[src/rtl/tdm_demux_pkg.sv]
// Shared types and helpers for the TDM demultiplexer (package tdm_pkg).
// frame_parity is used only when TDM_DEMUX_PARITY_EN is defined.
package tdm_pkg;

    typedef enum logic {
        HUNT = 1'b0,
        LOCK = 1'b1
    } tdm_state_e;

    localparam int DEF_NCH = 4;
    localparam int DEF_W   = 1;

    // Upper bounds for the generic parity helper; frames must fit within them.
    localparam int PAR_MAX_W    = 32;
    localparam int PAR_MAX_CH   = 64;
    localparam int PAR_MAX_BITS = 256;

    function automatic logic [PAR_MAX_W-1:0] frame_parity(
        input logic [PAR_MAX_BITS-1:0] frame,
        input int                      nch,
        input int                      w
    );
        logic [PAR_MAX_BITS-1:0] rest;
        logic [PAR_MAX_W-1:0]    mask;
        logic [PAR_MAX_W-1:0]    p;
        rest = frame;
        mask = PAR_MAX_W'((64'd1 << w) - 64'd1);
        p    = '0;
        for (int c = 0; c < PAR_MAX_CH; c++) begin
            if (c < nch) begin
                p    = p ^ (rest[PAR_MAX_W-1:0] & mask);
                rest = rest >> w;
            end
        end
        return p;
    endfunction

endpackage

[src/rtl/tdm_demux_slot_counter.sv]
// Modulo-N slot counter: clear beats load-to-1 (resync), which beats a count step.
// Produces the current slot index and a last-slot flag.
module tdm_slot_counter #(
    parameter int N  = 4,
    parameter int SW = 2
) (
    input  logic          clk,
    input  logic          rst_n,
    input  logic          en,
    input  logic          load1,
    input  logic          clr,
    output logic [SW-1:0] sel,
    output logic          last
);

    logic [SW-1:0] sel_q;
    logic [SW-1:0] sel_d;

    assign last = (sel_q == SW'(N - 1));
    assign sel  = sel_q;

    always_comb begin
        sel_d = sel_q;
        if (clr) begin
            sel_d = '0;
        end else if (load1) begin
            sel_d = SW'(1);
        end else if (en) begin
            sel_d = last ? '0 : sel_q + SW'(1);
        end
    end

    always_ff @(posedge clk) begin
        if (!rst_n) begin
            sel_q <= '0;
        end else begin
            sel_q <= sel_d;
        end
    end

endmodule

[src/rtl/tdm_demux.sv]
// Re-assembles NCH parallel channels from a serialized TDM stream with frame sync.
// Define TDM_DEMUX_PARITY_EN to add a trailing XOR-parity slot and the par_err output.
module tdm_demux
    import tdm_pkg::*;
#(
    parameter int W   = DEF_W,
    parameter int NCH = DEF_NCH,
`ifdef TDM_DEMUX_PARITY_EN
    localparam int SW = $clog2(NCH + 1)
`else
    localparam int SW = $clog2(NCH)
`endif
) (
    input  logic             clk,
    input  logic             rst_n,
    input  logic [W-1:0]     in_data,
    input  logic             in_valid,
    input  logic             in_fsync,
    output logic [NCH*W-1:0] out,
    output logic             out_valid,
    output logic [SW-1:0]    sel,
    output logic             locked,
`ifdef TDM_DEMUX_PARITY_EN
    output logic             par_err,
`endif
    output logic             sync_err
);

`ifdef TDM_DEMUX_PARITY_EN
    localparam int NSLOT = NCH + 1;
`else
    localparam int NSLOT = NCH;
`endif

    tdm_state_e              state_q, state_d;
    logic [NCH-1:0][W-1:0]   shadow_q, shadow_d;
    logic [NCH*W-1:0]        out_q, out_d;
    logic                    out_valid_q, out_valid_d;
    logic                    sync_err_q, sync_err_d;
`ifdef TDM_DEMUX_PARITY_EN
    logic                    par_err_q, par_err_d;
`endif

    logic                    cnt_en;
    logic                    cnt_load;
    logic                    cnt_clr;
    logic                    cnt_last;
    logic                    slot0;

    tdm_slot_counter #(
        .N  (NSLOT),
        .SW (SW)
    ) u_slot_counter (
        .clk   (clk),
        .rst_n (rst_n),
        .en    (cnt_en),
        .load1 (cnt_load),
        .clr   (cnt_clr),
        .sel   (sel),
        .last  (cnt_last)
    );

    assign slot0 = (sel == '0);

    always_comb begin
        state_d     = state_q;
        shadow_d    = shadow_q;
        out_d       = out_q;
        out_valid_d = 1'b0;
        sync_err_d  = 1'b0;
`ifdef TDM_DEMUX_PARITY_EN
        par_err_d   = 1'b0;
`endif
        cnt_en      = 1'b0;
        cnt_load    = 1'b0;
        cnt_clr     = 1'b0;

        if (in_valid) begin
            case (state_q)
                HUNT: begin
                    if (in_fsync) begin
                        shadow_d[0] = in_data;
                        cnt_load    = 1'b1;
                        state_d     = LOCK;
                    end
                end
                LOCK: begin
                    if (in_fsync == slot0) begin
                        for (int k = 0; k < NCH; k++) begin
                            if (sel == SW'(k)) begin
                                shadow_d[k] = in_data;
                            end
                        end
                        cnt_en = 1'b1;
                        if (cnt_last) begin
`ifdef TDM_DEMUX_PARITY_EN
                            // Last slot is the parity word; data slots are all in shadow_q.
                            if (in_data == W'(frame_parity(PAR_MAX_BITS'(shadow_q), NCH, W))) begin
                                out_d       = shadow_q;
                                out_valid_d = 1'b1;
                            end else begin
                                par_err_d   = 1'b1;
                            end
`else
                            out_d       = shadow_d;
                            out_valid_d = 1'b1;
`endif
                        end
                    end else if (in_fsync) begin
                        // Early sync: restart the frame with this sample as slot 0.
                        sync_err_d  = 1'b1;
                        shadow_d[0] = in_data;
                        cnt_load    = 1'b1;
                    end else begin
                        sync_err_d = 1'b1;
                        cnt_clr    = 1'b1;
                        state_d    = HUNT;
                    end
                end
                default: state_d = HUNT;
            endcase
        end
    end

    always_ff @(posedge clk) begin
        if (!rst_n) begin
            state_q     <= HUNT;
            shadow_q    <= '0;
            out_q       <= '0;
            out_valid_q <= 1'b0;
            sync_err_q  <= 1'b0;
`ifdef TDM_DEMUX_PARITY_EN
            par_err_q   <= 1'b0;
`endif
        end else begin
            state_q     <= state_d;
            shadow_q    <= shadow_d;
            out_q       <= out_d;
            out_valid_q <= out_valid_d;
            sync_err_q  <= sync_err_d;
`ifdef TDM_DEMUX_PARITY_EN
            par_err_q   <= par_err_d;
`endif
        end
    end

    assign out       = out_q;
    assign out_valid = out_valid_q;
    assign sync_err  = sync_err_q;
    assign locked    = (state_q == LOCK);
`ifdef TDM_DEMUX_PARITY_EN
    assign par_err   = par_err_q;
`endif

endmodule

[config.mk]
export PLATFORM = sky130hd
export DESIGN_NAME = tdm_demux
export DESIGN_NICKNAME = d
export VERILOG_FILES = /design/src/rtl/tdm_demux_pkg.sv /design/src/rtl/tdm_demux_slot_counter.sv /design/src/rtl/tdm_demux.sv
export SDC_FILE = /design/constraint.sdc
export NUM_CORES = 1
export LEC_CHECK = 0
export ABC_CLOCK_PERIOD_IN_PS = 3500
export CORE_AREA = 5 5 42 44
export DETAILED_ROUTE_END_ITERATION = 7
export DIE_AREA = 0 0 47 49
export GPL_TIMING_DRIVEN = 0
export PLACE_DENSITY_LB_ADDON = 0.15
export SKIP_CTS_REPAIR_TIMING = 1
export SLEW_MARGIN = 15
export SYNTH_ARGS = -nofsm -noshare
export SYNTH_HDL_FRONTEND = slang
export SYNTH_SLANG_ARGS = --single-unit
export TNS_END_PERCENT = 5
[constraint.sdc]
create_clock -name clk -period 3.5 [get_ports clk]
set_input_delay 0.7 -clock clk [delete_from_list [all_inputs] [get_ports clk]]
set_output_delay 0.7 -clock clk [all_outputs]
set_load 0.05 [all_outputs]
Word-level counts from Yosys, hierarchy flattened
Index checks and enable logic that the tools add are counted.
- register bits after elaboration: 13
- bits of input ports: 5
- output and inout bits: 9
- logic and storage cells: 50
- add/sub/neg operators: 1
- eq/ne operators: 4
- muxes and demuxes: 25
- bitwise logic cells: 2
- reduce and logical (&&, ||, !) cells: 8
- operators by type and width (operator ; count):
    1-bit two-way mux ; 21
    4-bit AND reduction ; 2
    1-bit one-hot mux with 2 select lines ; 3
    3-bit AND reduction ; 2
    2-bit == test (second input constant) ; 2
    3-bit OR reduction ; 1
    2-bit by 1-bit adder with 2-bit output (second input constant) ; 1
    2-bit by 1-bit == test with 1-bit output (second input constant) ; 1
    2-bit logical NOT ; 1
    2-bit two-way mux ; 1
    1-bit inverter ; 2
    2-bit nonzero test ; 1
    2-bit OR reduction ; 1
    1-bit == test ; 1

Depth between registers and ports, before layout
Gate-level depths: netlist (run 1).
- word-level depth: 7
- depth in mapped cells: 7
- depth with buffers taken out: 7

By module
From an unflattened synthesis (run 1), not the netlist that was laid out.
- cell total of the unflattened synthesis: 63
- area total of the unflattened synthesis: 589.3 um^2
- modules (own cells, without submodules) (module ; times used ; cells an instance ; area each (um^2) ; sequential area each (um^2)):
    tdm_demux ; 1 ; 53 ; 490.5 ; 220.2
    tdm_slot_counter ; 1 ; 10 ; 98.8 ; 40.0

Worst setup path after synthesis (run 1)
OpenSTA, ideal clock, no wires.
- path kind: register to register
- start point: reg u_slot_counter.sel_q[0], in the netlist u_slot_counter.sel[0]
- end point: reg out_q[0], in the netlist out[0]
- setup time: 0.116 ns
- arrival time: 1.968 ns
- data required time: 3.384 ns
- path slack: 1.416 ns
- stages on the path, launching flop included: 7
- buffers on the path: 1
- period minus slack after synthesis: 2.084 ns
- cell sequence: dfxtp_1 inv_1 ha_1 ha_1 and4_1 buf_4 o211a_1
- longest elaborated chain between the ends: 3
- elaborated cells between the ends (all ways): 5
- those cells by class: eq/ne (2); mux (1); reduce/logical (2)
- RTL lines (what ; line ; text):
    start: declaration ; tdm_demux_slot_counter.sv:16 ; logic [SW-1:0] sel_q;
    start signal: assignment ; tdm_demux_slot_counter.sv:37 ; sel_q <= sel_d;
    2-bit logical NOT ; tdm_demux.sv:63, tdm_demux.sv:90 ;
    1-bit == test ; tdm_demux.sv:88 ; if (in_fsync == slot0) begin
    4-bit AND reduction (no line) ; - ;
    end signal: assignment ; tdm_demux.sv:138 ; out_q <= out_d;
    end: declaration ; tdm_demux.sv:37 ; logic [NCH*W-1:0] out_q, out_d;
Parallel ways exist; a longest one is shown, timed or not.
A chain may end at the register's enable or synchronous reset.

Worst setup path after layout (run 1)
- start point: reg u_slot_counter.sel_q[0], in the netlist u_slot_counter.sel[0]
- end point: out sel[0]
- RTL lines (what ; line ; text):
    end: declaration ; tdm_demux.sv:21 ; output logic [SW-1:0] sel,
No word-level cell between the ends.

==> impl_results.html, run 1 <==
<table>
<tr><th>Metric</th><th>Value</th></tr>
<tr><th colspan="2">STA</th></tr>
<tr><td>Final worst-path cycle share</td><td>65.2%</td></tr>
<tr><td>Final TNS setup</td><td>0 ns</td></tr>
<tr><td>Headroom to the max-slew limit</td><td>65.8%</td></tr>
<tr><td>Setup clock skew after layout</td><td>0.00398 ns</td></tr>
<tr><td>Post-layout min period</td><td>2.28 ns</td></tr>
<tr><td>Number of max-slew violations in the final report</td><td>0</td></tr>
<tr><td>Count of endpoints failing hold in the final timing report</td><td>0</td></tr>
<tr><td>Top achievable clock speed</td><td>438 MHz</td></tr>
<tr><td>Setup-violating endpoint count in the final report</td><td>0</td></tr>
<tr><td>Worst-Margin Slew</td><td>0.511 ns</td></tr>
<tr><td>Unrepaired setup endpoints after global routing</td><td>false</td></tr>
<tr><th colspan="2">Finish</th></tr>
<tr><td>Number of antenna repair diodes</td><td>0</td></tr>
<tr><td>Layout filler cell count</td><td>134</td></tr>
<tr><td>Layout cells sized above 1</td><td>12.3%</td></tr>
<tr><td>Final non-filler cell total</td><td>97</td></tr>
<tr><td>Post-layout utilization of the core</td><td>58.4%</td></tr>
<tr><td>Count of nets after finishing</td><td>93</td></tr>
<tr><td>Most frequent cells in the layout</td><td>clkdlybuf4s50_1, dfxtp_1, nand2_1</td></tr>
<tr><td>Most common cell after layout, fill and taps aside</td><td>clkdlybuf4s50_1</td></tr>
<tr><td>Layout overhead on the synthesized area</td><td>29.5%</td></tr>
<tr><th colspan="2">Clock tree</th></tr>
<tr><td>Clock-pin slew of the registers on the worst-case setup and hold paths</td><td>0.08 ns</td></tr>
<tr><td>Clock network latency to the later pin of the worst-skew pair</td><td>0.28 ns</td></tr>
<tr><td>Maximum clock path buffer count</td><td>2</td></tr>
<tr><td>Cell at the root of the clock tree</td><td>clkbuf_4</td></tr>
<tr><td>Clock tree from TritonCTS</td><td>built</td></tr>
<tr><td>Sink Count</td><td>12</td></tr>
<tr><td>H-tree depth</td><td>1</td></tr>
<tr><td>Number of CTS-inserted buffers</td><td>3</td></tr>
<tr><th colspan="2">Critical path</th></tr>
<tr><td>Type of origin of the critical path</td><td>flip-flop</td></tr>
<tr><td>Kind of critical path</td><td>flip-flop to output pin</td></tr>
<tr><td>Highest fanout seen on the critical path</td><td>6</td></tr>
<tr><td>Arrival @ worst endpoint</td><td>1.58 ns</td></tr>
<tr><td>CP required</td><td>2.80 ns</td></tr>
<tr><td>Cell with the biggest individual delay on the critical path</td><td>clkdlybuf4s50_1</td></tr>
<tr><td>Ordered cell list for the critical path</td><td>clkdlybuf4s50_1</td></tr>
<tr><td>Worst Setup End Kind</td><td>output pin</td></tr>
<tr><td>Kind of cell adding the most delay to the critical path</td><td>buffers and inverters</td></tr>
<tr><td>Internal reg-to-reg setup slack</td><td>1.64 ns</td></tr>
<tr><td>Maximum cell stage delay along the critical path</td><td>0.86 ns</td></tr>
<tr><td>Number of buffer and inverter instances along the worst setup path</td><td>1</td></tr>
<tr><th colspan="2">Detailed routing</th></tr>
<tr><td>Violation count after the first detailed-route iteration</td><td>5</td></tr>
<tr><td>Number of remaining DRC errors</td><td>0</td></tr>
<tr><td>Post-DRT Antenna Nets</td><td>0</td></tr>
<tr><td>DRT Wirelength</td><td>1180 µm</td></tr>
<tr><td>Count of TritonRoute iterations in the first routing pass</td><td>3</td></tr>
<tr><td>Total vias in the final route</td><td>483</td></tr>
<tr><td>Routed length per placed instance</td><td>12.1 µm</td></tr>
<tr><td>Via/cell ratio</td><td>4.98</td></tr>
<tr><th colspan="2">Floorplanning</th></tr>
<tr><td>I/O Pins</td><td>14</td></tr>
<tr><td>Initial standard-cell utilization of the core</td><td>45.1%</td></tr>
<tr><td>Area of the core region</td><td>0.00140 mm²</td></tr>
<tr><td>Floorplan die width</td><td>47 µm</td></tr>
<tr><td>Number of rows created at floorplan</td><td>14</td></tr>
<tr><td>Die outline area</td><td>0.00230 mm²</td></tr>
<tr><td>Die height</td><td>49 µm</td></tr>
<tr><th colspan="2">Outcome</th></tr>
<tr><td>Outcome</td><td>finished clean</td></tr>
<tr><th colspan="2">Min path</th></tr>
<tr><td>Worst hold path type</td><td>flip-flop to flip-flop</td></tr>
<tr><th colspan="2">Power</th></tr>
<tr><td>Total power draw</td><td>0.306 mW</td></tr>
<tr><td>Power per cell area</td><td>374 mW/mm²</td></tr>
<tr><td>Worst ir drop on vdd</td><td>0.219 mV</td></tr>
<tr><td>Static power due to leakage</td><td>0.382 nW</td></tr>
<tr><th colspan="2">Synth</th></tr>
<tr><td>Synth Instances</td><td>64</td></tr>
<tr><td>Xor and xnor fraction of the mapped netlist area</td><td>0%</td></tr>
<tr><td>Flip-flop and latch count after synthesis</td><td>12</td></tr>
<tr><td>Largest family of logic cells by synthesized area</td><td>simple AND/OR/NAND/NOR gates</td></tr>
<tr><td>Proportion of synthesized area in mux cells</td><td>11.9%</td></tr>
<tr><td>Distinct cell type count of the synthesized netlist</td><td>24</td></tr>
<tr><td>Mean post-synth cell area</td><td>9.87 µm²</td></tr>
<tr><td>Arithmetic-cell share of the synthesized area counting full adders, half adders and majority gates</td><td>11.9%</td></tr>
<tr><td>Simple logic cell fraction of the synthesized area</td><td>22.2%</td></tr>
<tr><td>Synthesis Warnings</td><td>0</td></tr>
<tr><td>Area fraction in compound gates after synthesis</td><td>8.91%</td></tr>
<tr><td>Summed instance area of the synthesized netlist</td><td>632 µm²</td></tr>
<tr><td>Portion of the post-synthesis area used by sequential elements</td><td>38.0%</td></tr>
<tr><td>Mapped Nets</td><td>75</td></tr>
<tr><th colspan="2">Place</th></tr>
<tr><td>DPL Wire Length</td><td>901 µm</td></tr>
<tr><td>RePlAce Congestion</td><td>0.697</td></tr>
<tr><td>Inst Count DP</td><td>93</td></tr>
<tr><td>Buffers added on ports</td><td>13</td></tr>
<tr><th colspan="2">Global routing</th></tr>
<tr><td>Overflow left after global routing</td><td>0</td></tr>
<tr><td>Initial antenna violation count</td><td>0</td></tr>
<tr><td>Vias in the first global route</td><td>463</td></tr>
<tr><td>Overall routing resource usage</td><td>12.1%</td></tr>
<tr><td>Largest net degree at the start of global routing</td><td>11</td></tr>
<tr><td>Global-route wire length before repair</td><td>1970 µm</td></tr>
<tr><th colspan="2">Job</th></tr>
<tr><td>Number of maximum-capacitance constraint violations</td><td>0</td></tr>
</table>
==> state kept, by name, indices dropped and copies added (netlist names), named ones only <==
| name | flops |
|---|---|
| locked | 1 |
| out | 4 |
| out_valid | 1 |
| shadow_q | 2 |
| sync_err | 1 |
| u_slot_counter.sel | 2 |
==> routing by layer <==
layer  share of wire (%)  wire length, µm  up-vias  track usage, %
li1                    -                -      255               -
met1                  46              540      215            15.5
met2                  46              540        9            16.1
met3                 4.1               48        4            3.69
met4                 4.2               49        0            9.68
met5                   0                0        -               0
==> path summary, 6_finish.rpt <==
| check | start | to | cells past startpoint |
|---|---|---|---|
| setup / recovery | u_slot_counter.sel[0] | sel[0] | 1 |
| hold / removal | out[3] | out[3] | 2 |
| setup reg to reg | u_slot_counter.sel[0] | out[1] | 6 |
| hold reg to reg | out[3] | out[3] | 2 |
==> layout make-up <==
class	instances	area, µm²	area share (%)
multi-input combinational	44	347	42.4
sequential	12	240	29.4
timing repair buffer	13	130	15.9
clock buffer	4	36.3	4.43
buffer	4	30.0	3.67
tap	16	20.0	2.45
inverter	4	15.0	1.83
==> Yosys cell counts <==
cell type | instances | area, µm²
nand3_4 | 1 | 17.5
and2_1 | 1 | 6.26
or3_1 | 1 | 6.26
nand4_1 | 3 | 18.8
ha_1 | 6 | 75.1
clkbuf_1 | 1 | 3.75
dfxtp_1 | 12 | 240
buf_4 | 2 | 15.0
buf_6 | 1 | 11.3
nor3b_1 | 1 | 7.51
a21oi_1 | 1 | 5.00
and4_1 | 1 | 8.76
inv_1 | 4 | 15.0
nor2_1 | 1 | 3.75
a21boi_1 | 1 | 7.51
a31oi_1 | 1 | 6.26
mux2_4 | 1 | 15.0
nand2_1 | 10 | 37.5
o211a_1 | 3 | 30.0
nor2b_1 | 2 | 12.5
a21boi_0 | 1 | 7.51
nand3_1 | 2 | 10.0
and4b_2 | 1 | 11.3
mux2i_1 | 6 | 60.1
==> per-stage QoR <==
| step | worst slack [ns] | hold WS [ns] | cell area (µm²) |
|---|---|---|---|
| after global placement | 1.07 | 0.444 | 782 |
| final | 1.22 | 0.458 | 818 |
| after floorplan | 1.42 | 0.443 | 632 |
| after CTS | 1.21 | 0.463 | 818 |
| after global routing | 1.18 | 0.495 | 818 |
| after detailed placement | 1.06 | 0.451 | 782 |
==> power breakdown <==
part / internal (mW) / total, mW / switching, mW / leakage (nW)
Sequential: 0.139 / 0.142 / 0.00265 / 0.0972
Clock: 0.0633 / 0.115 / 0.0519 / 0.0210
Combinational: 0.0211 / 0.0487 / 0.0276 / 0.264
==> cells by family (layout without fill, tap and decap cells) <==
family          count (synthesis)  count (layout)
compound gates                  7               7
fa+ha+maj                       6               6
buf+inv                         8              25
flops                          12              12
mux                             7               7
simple gates                   24              24
Power figures use the tool's default switching activity.
==> inputs of run 2 (changes only) <==
ABC_CLOCK_PERIOD_IN_PS = 2220   (was 3500)
CORE_AREA = not set   (was 5 5 42 44)
CORE_MARGIN = 5   (was not set)
CORE_UTILIZATION = 47   (was not set)
DIE_AREA = not set   (was 0 0 47 49)
clock period = 2.22 ns   (was 3.5 ns; I/O delays follow)
==> run 2 against run 1 <==
Combinational power rose by 57%; global-route usage rose by 0.24 points; via count fell by 2.7%; wire length fell by 11%; design area fell by 1.8%; critical endpoint unchanged.
==> impl_results.html, run 2 (same netlist as run 1, synthesis figures left out) <==
<table>
<tr><th>Metric</th><th>Value</th></tr>
<tr><th colspan="2">Critical path</th></tr>
<tr><td>Internal reg-to-reg setup slack</td><td>0.38 ns (-1.26 ns)</td></tr>
<tr><td>Arrival @ worst endpoint</td><td>1.52 ns (-0.06 ns)</td></tr>
<tr><td>Worst Setup End Kind</td><td>output pin</td></tr>
<tr><td>Maximum cell stage delay along the critical path</td><td>0.84 ns (-0.02 ns)</td></tr>
<tr><td>CP required</td><td>1.78 ns (-1.02 ns)</td></tr>
<tr><td>Highest fanout seen on the critical path</td><td>6 (unchanged)</td></tr>
<tr><td>Ordered cell list for the critical path</td><td>clkdlybuf4s50_1</td></tr>
<tr><td>Reg-to-reg startpoint</td><td>u_slot_counter.sel[0]</td></tr>
<tr><td>Number of buffer and inverter instances along the worst setup path</td><td>1 (unchanged)</td></tr>
<tr><td>Kind of cell adding the most delay to the critical path</td><td>buffers and inverters</td></tr>
<tr><td>Cell with the biggest individual delay on the critical path</td><td>clkdlybuf4s50_1</td></tr>
<tr><td>Type of origin of the critical path</td><td>flip-flop</td></tr>
<tr><td>Kind of critical path</td><td>flip-flop to output pin</td></tr>
<tr><td>Critical Path Start</td><td>u_slot_counter.sel[0]</td></tr>
<tr><th colspan="2">Floorplanning</th></tr>
<tr><td>Number of rows created at floorplan</td><td>13 (-1)</td></tr>
<tr><td>Area of the core region</td><td>0.00128 mm² (-8.3%)</td></tr>
<tr><td>Die height</td><td>46.7 µm (-4.8%)</td></tr>
<tr><td>Initial standard-cell utilization of the core</td><td>49.2% (+4.1 points)</td></tr>
<tr><td>I/O Pins</td><td>14 (unchanged)</td></tr>
<tr><td>Floorplan die width</td><td>46.7 µm (-0.71%)</td></tr>
<tr><td>Die outline area</td><td>0.00218 mm² (-5.4%)</td></tr>
<tr><th colspan="2">Detailed routing</th></tr>
<tr><td>Via/cell ratio</td><td>4.95 (-0.64%)</td></tr>
<tr><td>Count of TritonRoute iterations in the first routing pass</td><td>4 (+1)</td></tr>
<tr><td>Post-DRT Antenna Nets</td><td>0 (unchanged)</td></tr>
<tr><td>Violation count after the first detailed-route iteration</td><td>1 (-4)</td></tr>
<tr><td>Total vias in the final route</td><td>470 (-2.7%)</td></tr>
<tr><td>Number of remaining DRC errors</td><td>0 (unchanged)</td></tr>
<tr><td>Routed length per placed instance</td><td>11.0 µm (-9.4%)</td></tr>
<tr><td>DRT Wirelength</td><td>1050 µm (-11%)</td></tr>
<tr><th colspan="2">STA</th></tr>
<tr><td>Final TNS setup</td><td>0 ns (unchanged)</td></tr>
<tr><td>Top achievable clock speed</td><td>509 MHz</td></tr>
<tr><td>Number of max-slew violations in the final report</td><td>0 (unchanged)</td></tr>
<tr><td>Final worst-path cycle share</td><td>88.5%</td></tr>
<tr><td>Fin Hold WS</td><td>0.451 ns (-0.00629 ns)</td></tr>
<tr><td>Post-layout min period</td><td>1.97 ns</td></tr>
<tr><td>Count of endpoints failing hold in the final timing report</td><td>0 (unchanged)</td></tr>
<tr><td>Worst path setup slack after routing</td><td>0.255 ns (-0.963 ns)</td></tr>
<tr><td>Unrepaired setup endpoints after global routing</td><td>false</td></tr>
<tr><td>Setup clock skew after layout</td><td>0.00192 ns (-0.00206 ns)</td></tr>
<tr><td>Setup-violating endpoint count in the final report</td><td>0 (unchanged)</td></tr>
<tr><td>Headroom to the max-slew limit</td><td>66.9% (+1.1 points)</td></tr>
<tr><td>Worst-Margin Slew</td><td>0.494 ns (-0.0170 ns)</td></tr>
<tr><th colspan="2">Finish</th></tr>
<tr><td>Count of nets after finishing</td><td>93 (unchanged)</td></tr>
<tr><td>Most frequent cells in the layout</td><td>clkdlybuf4s50_1, dfxtp_1, nand2_1</td></tr>
<tr><td>Final non-filler cell total</td><td>95 (-2.1%)</td></tr>
<tr><td>Layout filler cell count</td><td>125 (-6.7%)</td></tr>
<tr><td>Layout cells sized above 1</td><td>11.3% (-1.1 points)</td></tr>
<tr><td>Summed area of non-filler cells in the final layout</td><td>803 µm² (-1.8%)</td></tr>
<tr><td>Most common cell after layout, fill and taps aside</td><td>clkdlybuf4s50_1</td></tr>
<tr><td>Number of flip-flops in the largest register</td><td>4 (unchanged)</td></tr>
<tr><td>Number of antenna repair diodes</td><td>0 (unchanged)</td></tr>
<tr><td>Layout overhead on the synthesized area</td><td>27.1%</td></tr>
<tr><th colspan="2">Power</th></tr>
<tr><td>Worst ir drop on vdd</td><td>0.368 mV (+68%)</td></tr>
<tr><td>Power per cell area</td><td>530 mW/mm² (+42%)</td></tr>
<tr><td>Static power due to leakage</td><td>0.375 nW (-1.9%)</td></tr>
<tr><th colspan="2">Clock tree</th></tr>
<tr><td>Sink Count</td><td>12 (unchanged)</td></tr>
<tr><td>Clock network latency to the later pin of the worst-skew pair</td><td>0.26 ns (-0.02 ns)</td></tr>
<tr><td>H-tree depth</td><td>1 (unchanged)</td></tr>
<tr><td>Cell at the root of the clock tree</td><td>clkbuf_4</td></tr>
<tr><td>Clock-pin slew of the registers on the worst-case setup and hold paths</td><td>0.07 ns (about the same)</td></tr>
<tr><td>Number of CTS-inserted buffers</td><td>3 (unchanged)</td></tr>
<tr><td>Clock tree from TritonCTS</td><td>built</td></tr>
<tr><td>Maximum clock path buffer count</td><td>2 (unchanged)</td></tr>
<tr><th colspan="2">Global routing</th></tr>
<tr><td>Overall routing resource usage</td><td>12.4% (+0.24 points)</td></tr>
<tr><td>Largest net degree at the start of global routing</td><td>11 (unchanged)</td></tr>
<tr><td>Most heavily used metal layer in global routing</td><td>met2</td></tr>
<tr><td>Vias in the first global route</td><td>407 (-12%)</td></tr>
<tr><td>Overflow left after global routing</td><td>0 (unchanged)</td></tr>
<tr><td>Initial antenna violation count</td><td>0 (unchanged)</td></tr>
<tr><td>Global-route wire length before repair</td><td>1800 µm (-8.4%)</td></tr>
<tr><td>Global Route met3 Usage</td><td>7.03% (+3.3 points)</td></tr>
<tr><td>Met2 usage in global routing</td><td>18.7% (+2.6 points)</td></tr>
<tr><td>GRT met1 Usage</td><td>14.4% (-1.1 points)</td></tr>
<tr><th colspan="2">Place</th></tr>
<tr><td>Worst setup timing slack at the placement stage</td><td>0.0451 ns (-1.01 ns)</td></tr>
<tr><td>DPL Wire Length</td><td>795 µm (-12%)</td></tr>
<tr><td>Buffers added on ports</td><td>13 (unchanged)</td></tr>
<tr><td>Inst Count DP</td><td>92 (-1.1%)</td></tr>
<tr><td>RePlAce Congestion</td><td>0.753 (+8.0%)</td></tr>
<tr><td>Cell Area, Placed</td><td>781 µm² (-0.16%)</td></tr>
<tr><th colspan="2">Job</th></tr>
<tr><td>Number of maximum-capacitance constraint violations</td><td>0 (unchanged)</td></tr>
<tr><th colspan="2">Min path</th></tr>
<tr><td>Critical hold path startpoint</td><td>out[3]</td></tr>
<tr><td>Worst hold path type</td><td>flip-flop to flip-flop</td></tr>
<tr><th colspan="2">Outcome</th></tr>
<tr><td>Outcome</td><td>finished clean</td></tr>
</table>
[run 2: changes by cell type in the layout (fill, tap and decap cells not counted), sizes merged]
| cell | change |
|---|---|
| clkbuf | -1 |
[run 2: report_power, final]
group          internal (mW)  leakage [nW]  switching, mW
logic                 0.0332         0.264         0.0435
clock network         0.0627        0.0138         0.0628
registers              0.220        0.0972        0.00386
total                  0.316         0.375          0.110
[run 2: per-stage QoR]
step / power [mW] / util, %
6_report: 0.426 / 62.5
5_1_grt: 0.457 / 62.5
4_1_cts: 0.434 / 62.5
3_5_place_dp: 0.306 / 60.8
3_3_place_gp: 0.305 / 60.8
2_1_floorplan: 0.281 / -
[run 2: final cells by class]
type                            count  area (µm²)  share of cell area (%)
Multi-Input combinational cell     44         347                    43.1
Sequential cell                    12         240                    29.9
Timing Repair Buffer               13         130                    16.2
Buffer                              4        30.0                    3.74
Clock buffer                        3        22.5                    2.80
Tap cell                           15        18.8                    2.34
Inverter                            4        15.0                    1.87
[run 2: path summary, 6_finish.rpt]
check / endpoint / depth (start not counted)
max: sel[0] / 1
min: out[3] / 2
max reg2reg: out[0] / 6
min reg2reg: out[3] / 2
[run 2: layer usage]
metal	vias up	wire (µm)
li1	255	-
met5	-	0
met2	12	477
met4	0	11
met1	201	473
met3	2	82
